File: src/rtl/ysyx_22040931_ex_mdu_pkg.sv
// Shared encodings for the EX-stage MDU: op codes, FSM states and op-decode helpers.
// Pure declarations, no logic or timing of its own.
package ysyx_22040931_ex_mdu_pkg;

    localparam logic [2:0] MDU_NONE  = 3'd0;
    localparam logic [2:0] MDU_MUL   = 3'd1;
    localparam logic [2:0] MDU_MULH  = 3'd2;
    localparam logic [2:0] MDU_MULHU = 3'd3;
    localparam logic [2:0] MDU_DIV   = 3'd4;
    localparam logic [2:0] MDU_DIVU  = 3'd5;
    localparam logic [2:0] MDU_REM   = 3'd6;
    localparam logic [2:0] MDU_REMU  = 3'd7;

    typedef enum logic [1:0] {
        ST_IDLE = 2'd0,
        ST_BUSY = 2'd1,
        ST_HOLD = 2'd2
    } ex_state_t;

    function automatic logic op_is_div(input logic [2:0] op);
        return op[2];
    endfunction

    function automatic logic op_is_signed(input logic [2:0] op);
        return (op == MDU_MUL) || (op == MDU_MULH) || (op == MDU_DIV) || (op == MDU_REM);
    endfunction

    // MULH/MULHU take the upper product half; REM/REMU take the remainder register.
    function automatic logic op_sel_hi(input logic [2:0] op);
        return (op == MDU_MULH) || (op == MDU_MULHU) || (op == MDU_REM) || (op == MDU_REMU);
    endfunction

endpackage

File: src/rtl/ysyx_22040931_mdu_iter.sv
// Iterative 1-bit/cycle shift-add multiplier / restoring divider on operand magnitudes.
// XLEN steps after start; o_done/o_result are valid during the final step cycle, no backpressure.
module ysyx_22040931_mdu_iter
    import ysyx_22040931_ex_mdu_pkg::*;
#(
    parameter int XLEN = 64,
    parameter int CNTW = 7
) (
    input  logic            clock,
    input  logic            reset,
    input  logic            i_flush,
    input  logic            i_start,
    input  logic [2:0]      i_op,
    input  logic [XLEN-1:0] i_src1,
    input  logic [XLEN-1:0] i_src2,
    output logic            o_done,
    output logic [XLEN-1:0] o_result
);

    logic            r_busy;
    logic [CNTW-1:0] r_cnt;
    logic            r_is_div;
    logic            r_sel_hi;
    logic            r_neg;
    logic [XLEN-1:0] r_hi;
    logic [XLEN-1:0] r_lo;
    logic [XLEN-1:0] r_opb;

    logic              w_sgn, w_neg1, w_neg2, w_neg_res, w_div;
    logic [XLEN-1:0]   w_abs1, w_abs2;
    logic [XLEN:0]     w_mul_sum;
    logic [XLEN:0]     w_shift;
    logic [XLEN-1:0]   w_diff;
    logic              w_ge;
    logic [XLEN-1:0]   w_hi_n, w_lo_n;
    logic [2*XLEN-1:0] w_prod, w_prod_fix;
    logic [XLEN-1:0]   w_div_sel, w_div_fix;

    assign w_sgn     = op_is_signed(i_op);
    assign w_div     = op_is_div(i_op);
    assign w_neg1    = w_sgn & i_src1[XLEN-1];
    assign w_neg2    = w_sgn & i_src2[XLEN-1];
    assign w_abs1    = w_neg1 ? -i_src1 : i_src1;
    assign w_abs2    = w_neg2 ? -i_src2 : i_src2;
    // Remainder follows the dividend sign; quotient and product follow the sign product.
    assign w_neg_res = (w_div & op_sel_hi(i_op)) ? w_neg1 : (w_neg1 ^ w_neg2);

    assign w_mul_sum = {1'b0, r_hi} + (r_lo[0] ? {1'b0, r_opb} : '0);
    assign w_shift   = {r_hi, r_lo[XLEN-1]};
    assign w_ge      = (w_shift >= {1'b0, r_opb});
    assign w_diff    = w_shift[XLEN-1:0] - r_opb;

    assign w_hi_n = r_is_div ? (w_ge ? w_diff : w_shift[XLEN-1:0]) : w_mul_sum[XLEN:1];
    assign w_lo_n = r_is_div ? {r_lo[XLEN-2:0], w_ge} : {w_mul_sum[0], r_lo[XLEN-1:1]};

    assign w_prod     = {w_hi_n, w_lo_n};
    assign w_prod_fix = r_neg ? -w_prod : w_prod;
    assign w_div_sel  = r_sel_hi ? w_hi_n : w_lo_n;
    assign w_div_fix  = r_neg ? -w_div_sel : w_div_sel;

    assign o_done   = r_busy & (r_cnt == CNTW'(XLEN-1));
    assign o_result = r_is_div ? w_div_fix
                    : (r_sel_hi ? w_prod_fix[2*XLEN-1:XLEN] : w_prod_fix[XLEN-1:0]);

    always_ff @(posedge clock or negedge reset) begin
        if (!reset) begin
            r_busy   <= 1'b0;
            r_cnt    <= '0;
            r_is_div <= 1'b0;
            r_sel_hi <= 1'b0;
            r_neg    <= 1'b0;
            r_hi     <= '0;
            r_lo     <= '0;
            r_opb    <= '0;
        end else if (i_flush) begin
            r_busy <= 1'b0;
            r_cnt  <= '0;
        end else if (i_start) begin
            r_busy   <= 1'b1;
            r_cnt    <= '0;
            r_is_div <= w_div;
            r_sel_hi <= op_sel_hi(i_op);
            r_neg    <= w_neg_res;
            r_hi     <= '0;
            r_lo     <= w_div ? w_abs1 : w_abs2;
            r_opb    <= w_div ? w_abs2 : w_abs1;
        end else if (r_busy) begin
            r_hi  <= w_hi_n;
            r_lo  <= w_lo_n;
            r_cnt <= r_cnt + CNTW'(1);
            if (o_done) begin
                r_busy <= 1'b0;
                r_cnt  <= '0;
            end
        end
    end

endmodule

File: src/rtl/ysyx_22040931_ex_mdu.sv
// EX stage: ALU pass-through or iterative RV64M op, registered result toward EX/MEM.
// ALU/special cases 1 cycle, mul/div XLEN+1 cycles; holds payload while mem_ready low, ex_ready low while busy.
module ysyx_22040931_ex_mdu
    import ysyx_22040931_ex_mdu_pkg::*;
#(
    parameter int XLEN = 64,
    parameter int CNTW = 7
) (
    input  logic            clock,
    input  logic            reset,
    input  logic            flush,
    input  logic            id_valid,
    output logic            ex_ready,
    input  logic [63:0]     in_pc,
    input  logic            in_w_ena,
    input  logic [4:0]      in_w_addr,
    input  logic [2:0]      in_mdu_op,
    input  logic [XLEN-1:0] in_src1,
    input  logic [XLEN-1:0] in_src2,
    input  logic [XLEN-1:0] in_alu_res,
    output logic            ex_valid,
    input  logic            mem_ready,
    output logic [63:0]     out_pc,
    output logic            out_w_ena,
    output logic [4:0]      out_w_addr,
    output logic [XLEN-1:0] out_result
);

    localparam logic [XLEN-1:0] MIN_NEG = {1'b1, {(XLEN-1){1'b0}}};

    ex_state_t       r_state, w_state_nxt;
    logic [63:0]     r_pc;
    logic            r_w_ena;
    logic [4:0]      r_w_addr;
    logic [XLEN-1:0] r_result;

    logic            w_accept, w_fast, w_special, w_div_zero, w_ovf;
    logic [XLEN-1:0] w_special_res;
    logic            w_iter_done;
    logic [XLEN-1:0] w_iter_res;

    assign w_accept   = id_valid & ex_ready & ~flush;
    assign w_div_zero = (in_src2 == '0);
    assign w_ovf      = op_is_signed(in_mdu_op) & (in_src1 == MIN_NEG) & (in_src2 == '1);
    assign w_special  = op_is_div(in_mdu_op) & (w_div_zero | w_ovf);
    assign w_fast     = (in_mdu_op == MDU_NONE) | w_special;

    // Divide-by-zero and signed overflow resolve without iterating.
    assign w_special_res = w_div_zero
        ? (((in_mdu_op == MDU_DIV) | (in_mdu_op == MDU_DIVU)) ? '1 : in_src1)
        : ((in_mdu_op == MDU_DIV) ? in_src1 : '0);

    ysyx_22040931_mdu_iter #(
        .XLEN (XLEN),
        .CNTW (CNTW)
    ) u_iter (
        .clock    (clock),
        .reset    (reset),
        .i_flush  (flush),
        .i_start  (w_accept & ~w_fast),
        .i_op     (in_mdu_op),
        .i_src1   (in_src1),
        .i_src2   (in_src2),
        .o_done   (w_iter_done),
        .o_result (w_iter_res)
    );

    always_ff @(posedge clock or negedge reset) begin
        if (!reset) r_state <= ST_IDLE;
        else        r_state <= w_state_nxt;
    end

    always_comb begin
        w_state_nxt = r_state;
        if (flush) begin
            w_state_nxt = ST_IDLE;
        end else begin
            case (r_state)
                ST_IDLE: if (w_accept) w_state_nxt = w_fast ? ST_HOLD : ST_BUSY;
                ST_BUSY: if (w_iter_done) w_state_nxt = ST_HOLD;
                ST_HOLD: if (mem_ready) w_state_nxt = w_accept ? (w_fast ? ST_HOLD : ST_BUSY) : ST_IDLE;
                default: w_state_nxt = ST_IDLE;
            endcase
        end
    end

    always_comb begin
        ex_ready = (r_state == ST_IDLE) | ((r_state == ST_HOLD) & mem_ready);
        ex_valid = (r_state == ST_HOLD);
    end

    always_ff @(posedge clock or negedge reset) begin
        if (!reset) begin
            r_pc     <= '0;
            r_w_ena  <= 1'b0;
            r_w_addr <= '0;
            r_result <= '0;
        end else if (!flush) begin
            if (w_accept) begin
                r_pc     <= in_pc;
                r_w_ena  <= in_w_ena;
                r_w_addr <= in_w_addr;
                if (in_mdu_op == MDU_NONE) r_result <= in_alu_res;
                else if (w_special)        r_result <= w_special_res;
            end else if ((r_state == ST_BUSY) && w_iter_done) begin
                r_result <= w_iter_res;
            end
        end
    end

    assign out_pc     = r_pc;
    assign out_w_ena  = r_w_ena;
    assign out_w_addr = r_w_addr;
    assign out_result = r_result;

endmodule

File: config.mk
export PLATFORM = sky130hd
export DESIGN_NAME = ysyx_22040931_ex_mdu
export DESIGN_NICKNAME = d
export VERILOG_FILES = /design/src/rtl/ysyx_22040931_ex_mdu_pkg.sv /design/src/rtl/ysyx_22040931_mdu_iter.sv /design/src/rtl/ysyx_22040931_ex_mdu.sv
export SDC_FILE = /design/constraint.sdc
export NUM_CORES = 2
export LEC_CHECK = 0
export CELL_PAD_IN_SITES_DETAIL_PLACEMENT = 0
export CELL_PAD_IN_SITES_GLOBAL_PLACEMENT = 1
export CORE_MARGIN = 1
export CORE_UTILIZATION = 40
export DETAILED_ROUTE_END_ITERATION = 16
export GPL_TIMING_DRIVEN = 1
export PLACE_DENSITY_LB_ADDON = 0.1
export SLEW_MARGIN = 5
export SYNTH_ARGS = -nofsm -noshare
export SYNTH_HDL_FRONTEND = slang
export SYNTH_SLANG_ARGS = --single-unit
File: constraint.sdc
create_clock -name clock -period 7.05 [get_ports clock]
set_clock_uncertainty 0.1 [all_clocks]
set_input_delay 1.41 -clock clock [delete_from_list [all_inputs] [get_ports clock]]
set_output_delay 1.41 -clock clock [all_outputs]
set_load 0.005 [all_outputs]
==> impl_table.tex <==
\begin{tabular}{lr}
\hline
Metric & Value \\
\hline
\multicolumn{2}{l}{\textbf{Status}} \\
Result of the run & complete, but fails checks \\
Violated checks & design-rule violations \\
\multicolumn{2}{l}{\textbf{Detailed routing}} \\
Total number of vias & approximately 45000 \\
Detailed-route DRC error count & 16 \\
Detailed-route wire length & approximately 200 mm \\
Post-detailed-route via-to-cell ratio & 6.35 \\
Number of nets with antenna violations after detailed routing & 0 \\
Detailed-route wire length per cell & around 28 um \\
Iteration count of the initial detailed-routing pass & 12 \\
Initial drt markers & 5954 \\
\multicolumn{2}{l}{\textbf{CTS}} \\
Number of buffers added by the clock tree synthesis step & 45 \\
Root buffer selected by CTS & sky130\_fd\_sc\_hd\_\_clkbuf\_16 \\
Largest buffer count on any clock path & 3 \\
Insertion delay of the later-clocked pin in the worst-skew pair & approximately 0.65 ns \\
\# Post-CTS Setup Buffers & 0 \\
\# clock sinks & around 340 \\
Worst-path clk slew & 0.06 ns \\
TritonCTS clock tree & done \\
CTS resizes & 0 \\
Number of buffers inserted for hold repair after clock tree synthesis & 0 \\
Number of H-tree levels & 2 \\
\multicolumn{2}{l}{\textbf{Logic synthesis}} \\
Number of synthesized flops with an enable pin & 0 \\
Synth Cell Area & approximately 39000 sq um \\
Share of flip-flops with an asynchronous set or reset after synthesis & 1.00 \\
Synth cell types & $\sim$120 \\
Number of instances in the synthesized netlist & 5484 \\
Post-synthesis register bit count & roughly 340 \\
Number of warnings issued by yosys & 0 \\
Sequential cell area fraction in the yosys report & 0.217 \\
Leading register cell type out of synthesis & sky130\_fd\_sc\_hd\_\_dfrtp\_1 \\
Post-Synthesis Net Count & 5890 \\
Avg Cell Area, Syn & between 7 and 8 sq um \\
\multicolumn{2}{l}{\textbf{Setup path}} \\
Max Fanout on Critical Path & 32 \\
R2R setup slack & around 0.15 ns \\
Worst setup path endpoint & out\_result[54]\$\_DFFE\_PN0P\_ \\
Worst r2r src & u\_iter.r\_lo[63]\$\_DFFE\_PN0P\_ \\
Startpoint-to-endpoint class of the critical path & flop to flop \\
Signal arrival time at the worst endpoint & between 7 and 8 ns \\
CP startpoint & u\_iter.r\_lo[63]\$\_DFFE\_PN0P\_ \\
Required time worst endpoint & 7.45 ns \\
Endpoint of the lowest-slack register-to-register path & out\_result[54]\$\_DFFE\_PN0P\_ \\
Depth of the most critical reg-to-reg path & 20 \\
Kind of capture point of the worst setup path & flop \\
Crit path launch type & flop \\
\multicolumn{2}{l}{\textbf{STA}} \\
Final-report setup violation count & 0 \\
Final Hold Violating Endpoints & 0 \\
Post-route fraction of the period consumed by the critical path & 0.979 \\
Time the worst path needs with I/O delays and setup & around 7 ns \\
Achievable clock frequency & between 0.1 and 0.15 GHz \\
Final max-slew violation count & 0 \\
Setup TNS Final & 0 ns \\
Measured slew at the worst slew-check pin & around 1.4 ns \\
Worst-case headroom to the max-slew limit & 0.0566 \\
Setup repair after global routing missed its margin & false \\
\multicolumn{2}{l}{\textbf{Final layout}} \\
N\_diodes & 0 \\
Final standard cell utilization of the core & 0.486 \\
FF+latch area & between 8000 and 9000 sq um \\
Filler instances & around 10000 \\
Total area of multi-input combinational cells & 28500 sq um \\
Leading cell types in the layout, fill and taps excluded & sky130\_fd\_sc\_hd\_\_nand2\_1, sky130\_fd\_sc\_hd\_\_o21ai\_0, sky130\_fd\_sc\_hd\_\_nor2\_1 \\
Number of nets in the finished design & approximately 6200 \\
Post-synthesis to final-layout area growth & 20.2\% \\
Share of post-route cells with drive strength above 1 & 0.0889 \\
Number of standard cells in the final layout excluding fillers & between 7000 and 8000 \\
Most common cell after layout, fill and taps aside & sky130\_fd\_sc\_hd\_\_nand2\_1 \\
\multicolumn{2}{l}{\textbf{Global routing}} \\
Maximum number of pins on one net before global-route repair & about 110 \\
Overall routing resource usage & 0.390 \\
Total global routing overflow & 0 \\
First-pass GRT wire length & between 200 and 300 mm \\
Initial antenna violation count & 14 \\
Via count of the first global-routing pass & around 41000 \\
\multicolumn{2}{l}{\textbf{Worst hold path}} \\
WHS Path Cells & 2 \\
Hold/Removal Path Class & flop to flop \\
\multicolumn{2}{l}{\textbf{Pwr}} \\
PwrDens & $\sim$450 nW/um\^{}2 \\
Worst voltage drop across the vdd grid & 0.174 mV \\
Power after layout & roughly 21 mW \\
Leakage power & about 19 nW \\
\multicolumn{2}{l}{\textbf{Flow run}} \\
Max capacitance violation total & 0 \\
\multicolumn{2}{l}{\textbf{Floorplan}} \\
Core area & about 97000 sq um \\
Die Y & approximately 310 um \\
Die W & approximately 310 um \\
Initial Util & 0.404 \\
Number of placement rows & roughly 110 \\
Die Footprint & a little under 100000 sq um \\
I/O Pins & between 400 and 500 \\
\multicolumn{2}{l}{\textbf{Place}} \\
Port Buffer Count & 405 \\
Routability congestion estimate from global placement & roughly 1.0 \\
Instance count after placement with tap cells included & about 7100 \\
DP HPWL & roughly 160 mm \\
\hline
\end{tabular}
[logic make-up (layout without fill, tap and decap cells)]
group | count (synthesis) | after routing | synth area share
xor gates and xnor gates | 331 | 331 | 0.0741
DFF | 339 | 339 | 0.217
and+or+nand+nor | 2160 | 2160 | 0.262
muxes | 166 | 166 | 0.0442
buffers and inverters | 528 | 915 | 0.0567
AOI/OAI and AO/OA | 1824 | 1824 | 0.302
adders and majority gates | 136 | 136 | 0.0439
[metrics by stage]
stage	instance area [sq um]	hold slack (ns)	setup slack (ns)
2_1_floorplan	39100	0.363	1.26
3_3_place_gp	45500	0.356	0.205
3_5_place_dp	45500	0.361	0.199
4_1_cts	47000	0.375	0.220
5_1_grt	47000	0.391	0.0266
6_report	47000	0.369	0.147
[how the worst min path moves through the flow]
stage                                             from                            to  slack, ns
final                           out_pc[56]$_DFFE_PN0P_        out_pc[56]$_DFFE_PN0P_       0.37
after global routing            out_pc[48]$_DFFE_PN0P_        out_pc[48]$_DFFE_PN0P_       0.39
after CTS                       out_pc[56]$_DFFE_PN0P_        out_pc[56]$_DFFE_PN0P_       0.37
after detailed placement        out_pc[48]$_DFFE_PN0P_        out_pc[48]$_DFFE_PN0P_       0.36
after global placement          out_pc[19]$_DFFE_PN0P_        out_pc[19]$_DFFE_PN0P_       0.36
after floorplan           u_iter.r_opb[11]$_DFFE_PN0P_  u_iter.r_opb[11]$_DFFE_PN0P_       0.36
[sequential cells by signal, indices dropped and copies added (netlist names)]
signal           flops
out_pc              64
out_result          64
u_iter.r_hi         64
u_iter.r_lo         64
u_iter.r_opb        64
u_iter.r_cnt         7
out_w_addr           5
r_state              2
out_w_ena            1
u_iter.r_busy        1
u_iter.r_is_div      1
u_iter.r_neg         1
u_iter.r_sel_hi      1
[cell type report]
| type | count | area share |
|---|---|---|
| inverters | 132 | 0.0106 |
| multi-input cells | 4617 | 0.606 |
| flip-flops and latches | 339 | 0.181 |
| well taps | 1276 | 0.0339 |
| clock inverters | 17 | 0.00436 |
| repair buffers | 701 | 0.137 |
| clock buffers | 65 | 0.0279 |
[routing by layer]
metal	wire length (um)	vias to the layer above	track usage
li1	-	20800	-
met1	88800	21800	0.562
met2	82000	2412	0.555
met3	22300	310	0.103
met4	7360	14	0.132
met5	93	-	0
[report_power, final]
part           switching (mW)  leakage, nW  internal (mW)
combinational            9.98         14.1           5.41
clock                   0.992        0.727           1.41
sequential              0.903         4.26           2.57
[cells in the mapped netlist, drive strengths merged (74+ instances only)]
library cell / instances / area share
ha: 134 / 0.043
xnor2: 181 / 0.041
xor2: 150 / 0.034
a21oi: 434 / 0.056
nand2: 887 / 0.085
nor3: 144 / 0.019
a211oi: 81 / 0.016
a221oi: 74 / 0.017
o21ai: 557 / 0.071
clkbuf: 248 / 0.024
dfrtp: 339 / 0.22
o31ai: 141 / 0.028
nor2: 449 / 0.043
mux2i: 128 / 0.033
inv: 130 / 0.012
buf: 148 / 0.020
and2: 106 / 0.017
nand4: 108 / 0.018
nand3: 131 / 0.017
[worst max-delay path, stage by stage, from the launching register on]
cell and delay [ns]:
sky130_fd_sc_hd__dfrtp_1 0.51, sky130_fd_sc_hd__inv_1 0.24, sky130_fd_sc_hd__ha_1 0.39, sky130_fd_sc_hd__nand4_1 0.24
sky130_fd_sc_hd__nor4_1 0.38, sky130_fd_sc_hd__nand4_1 0.18, sky130_fd_sc_hd__o31ai_2 0.45, sky130_fd_sc_hd__a2111oi_4 0.11
sky130_fd_sc_hd__buf_4 0.35, sky130_fd_sc_hd__nand2_4 0.29, sky130_fd_sc_hd__buf_4 0.26, sky130_fd_sc_hd__a311o_1 0.38
sky130_fd_sc_hd__a32oi_1 0.22, sky130_fd_sc_hd__nand4bb_1 0.36, sky130_fd_sc_hd__nor4b_1 0.62, sky130_fd_sc_hd__nand4_1 0.43
sky130_fd_sc_hd__o21ai_0 0.34, sky130_fd_sc_hd__xnor2_1 0.11, sky130_fd_sc_hd__a221oi_1 0.49, sky130_fd_sc_hd__buf_4 0.24
sky130_fd_sc_hd__a211oi_1 0.05
Power figures use the tool's default switching activity.
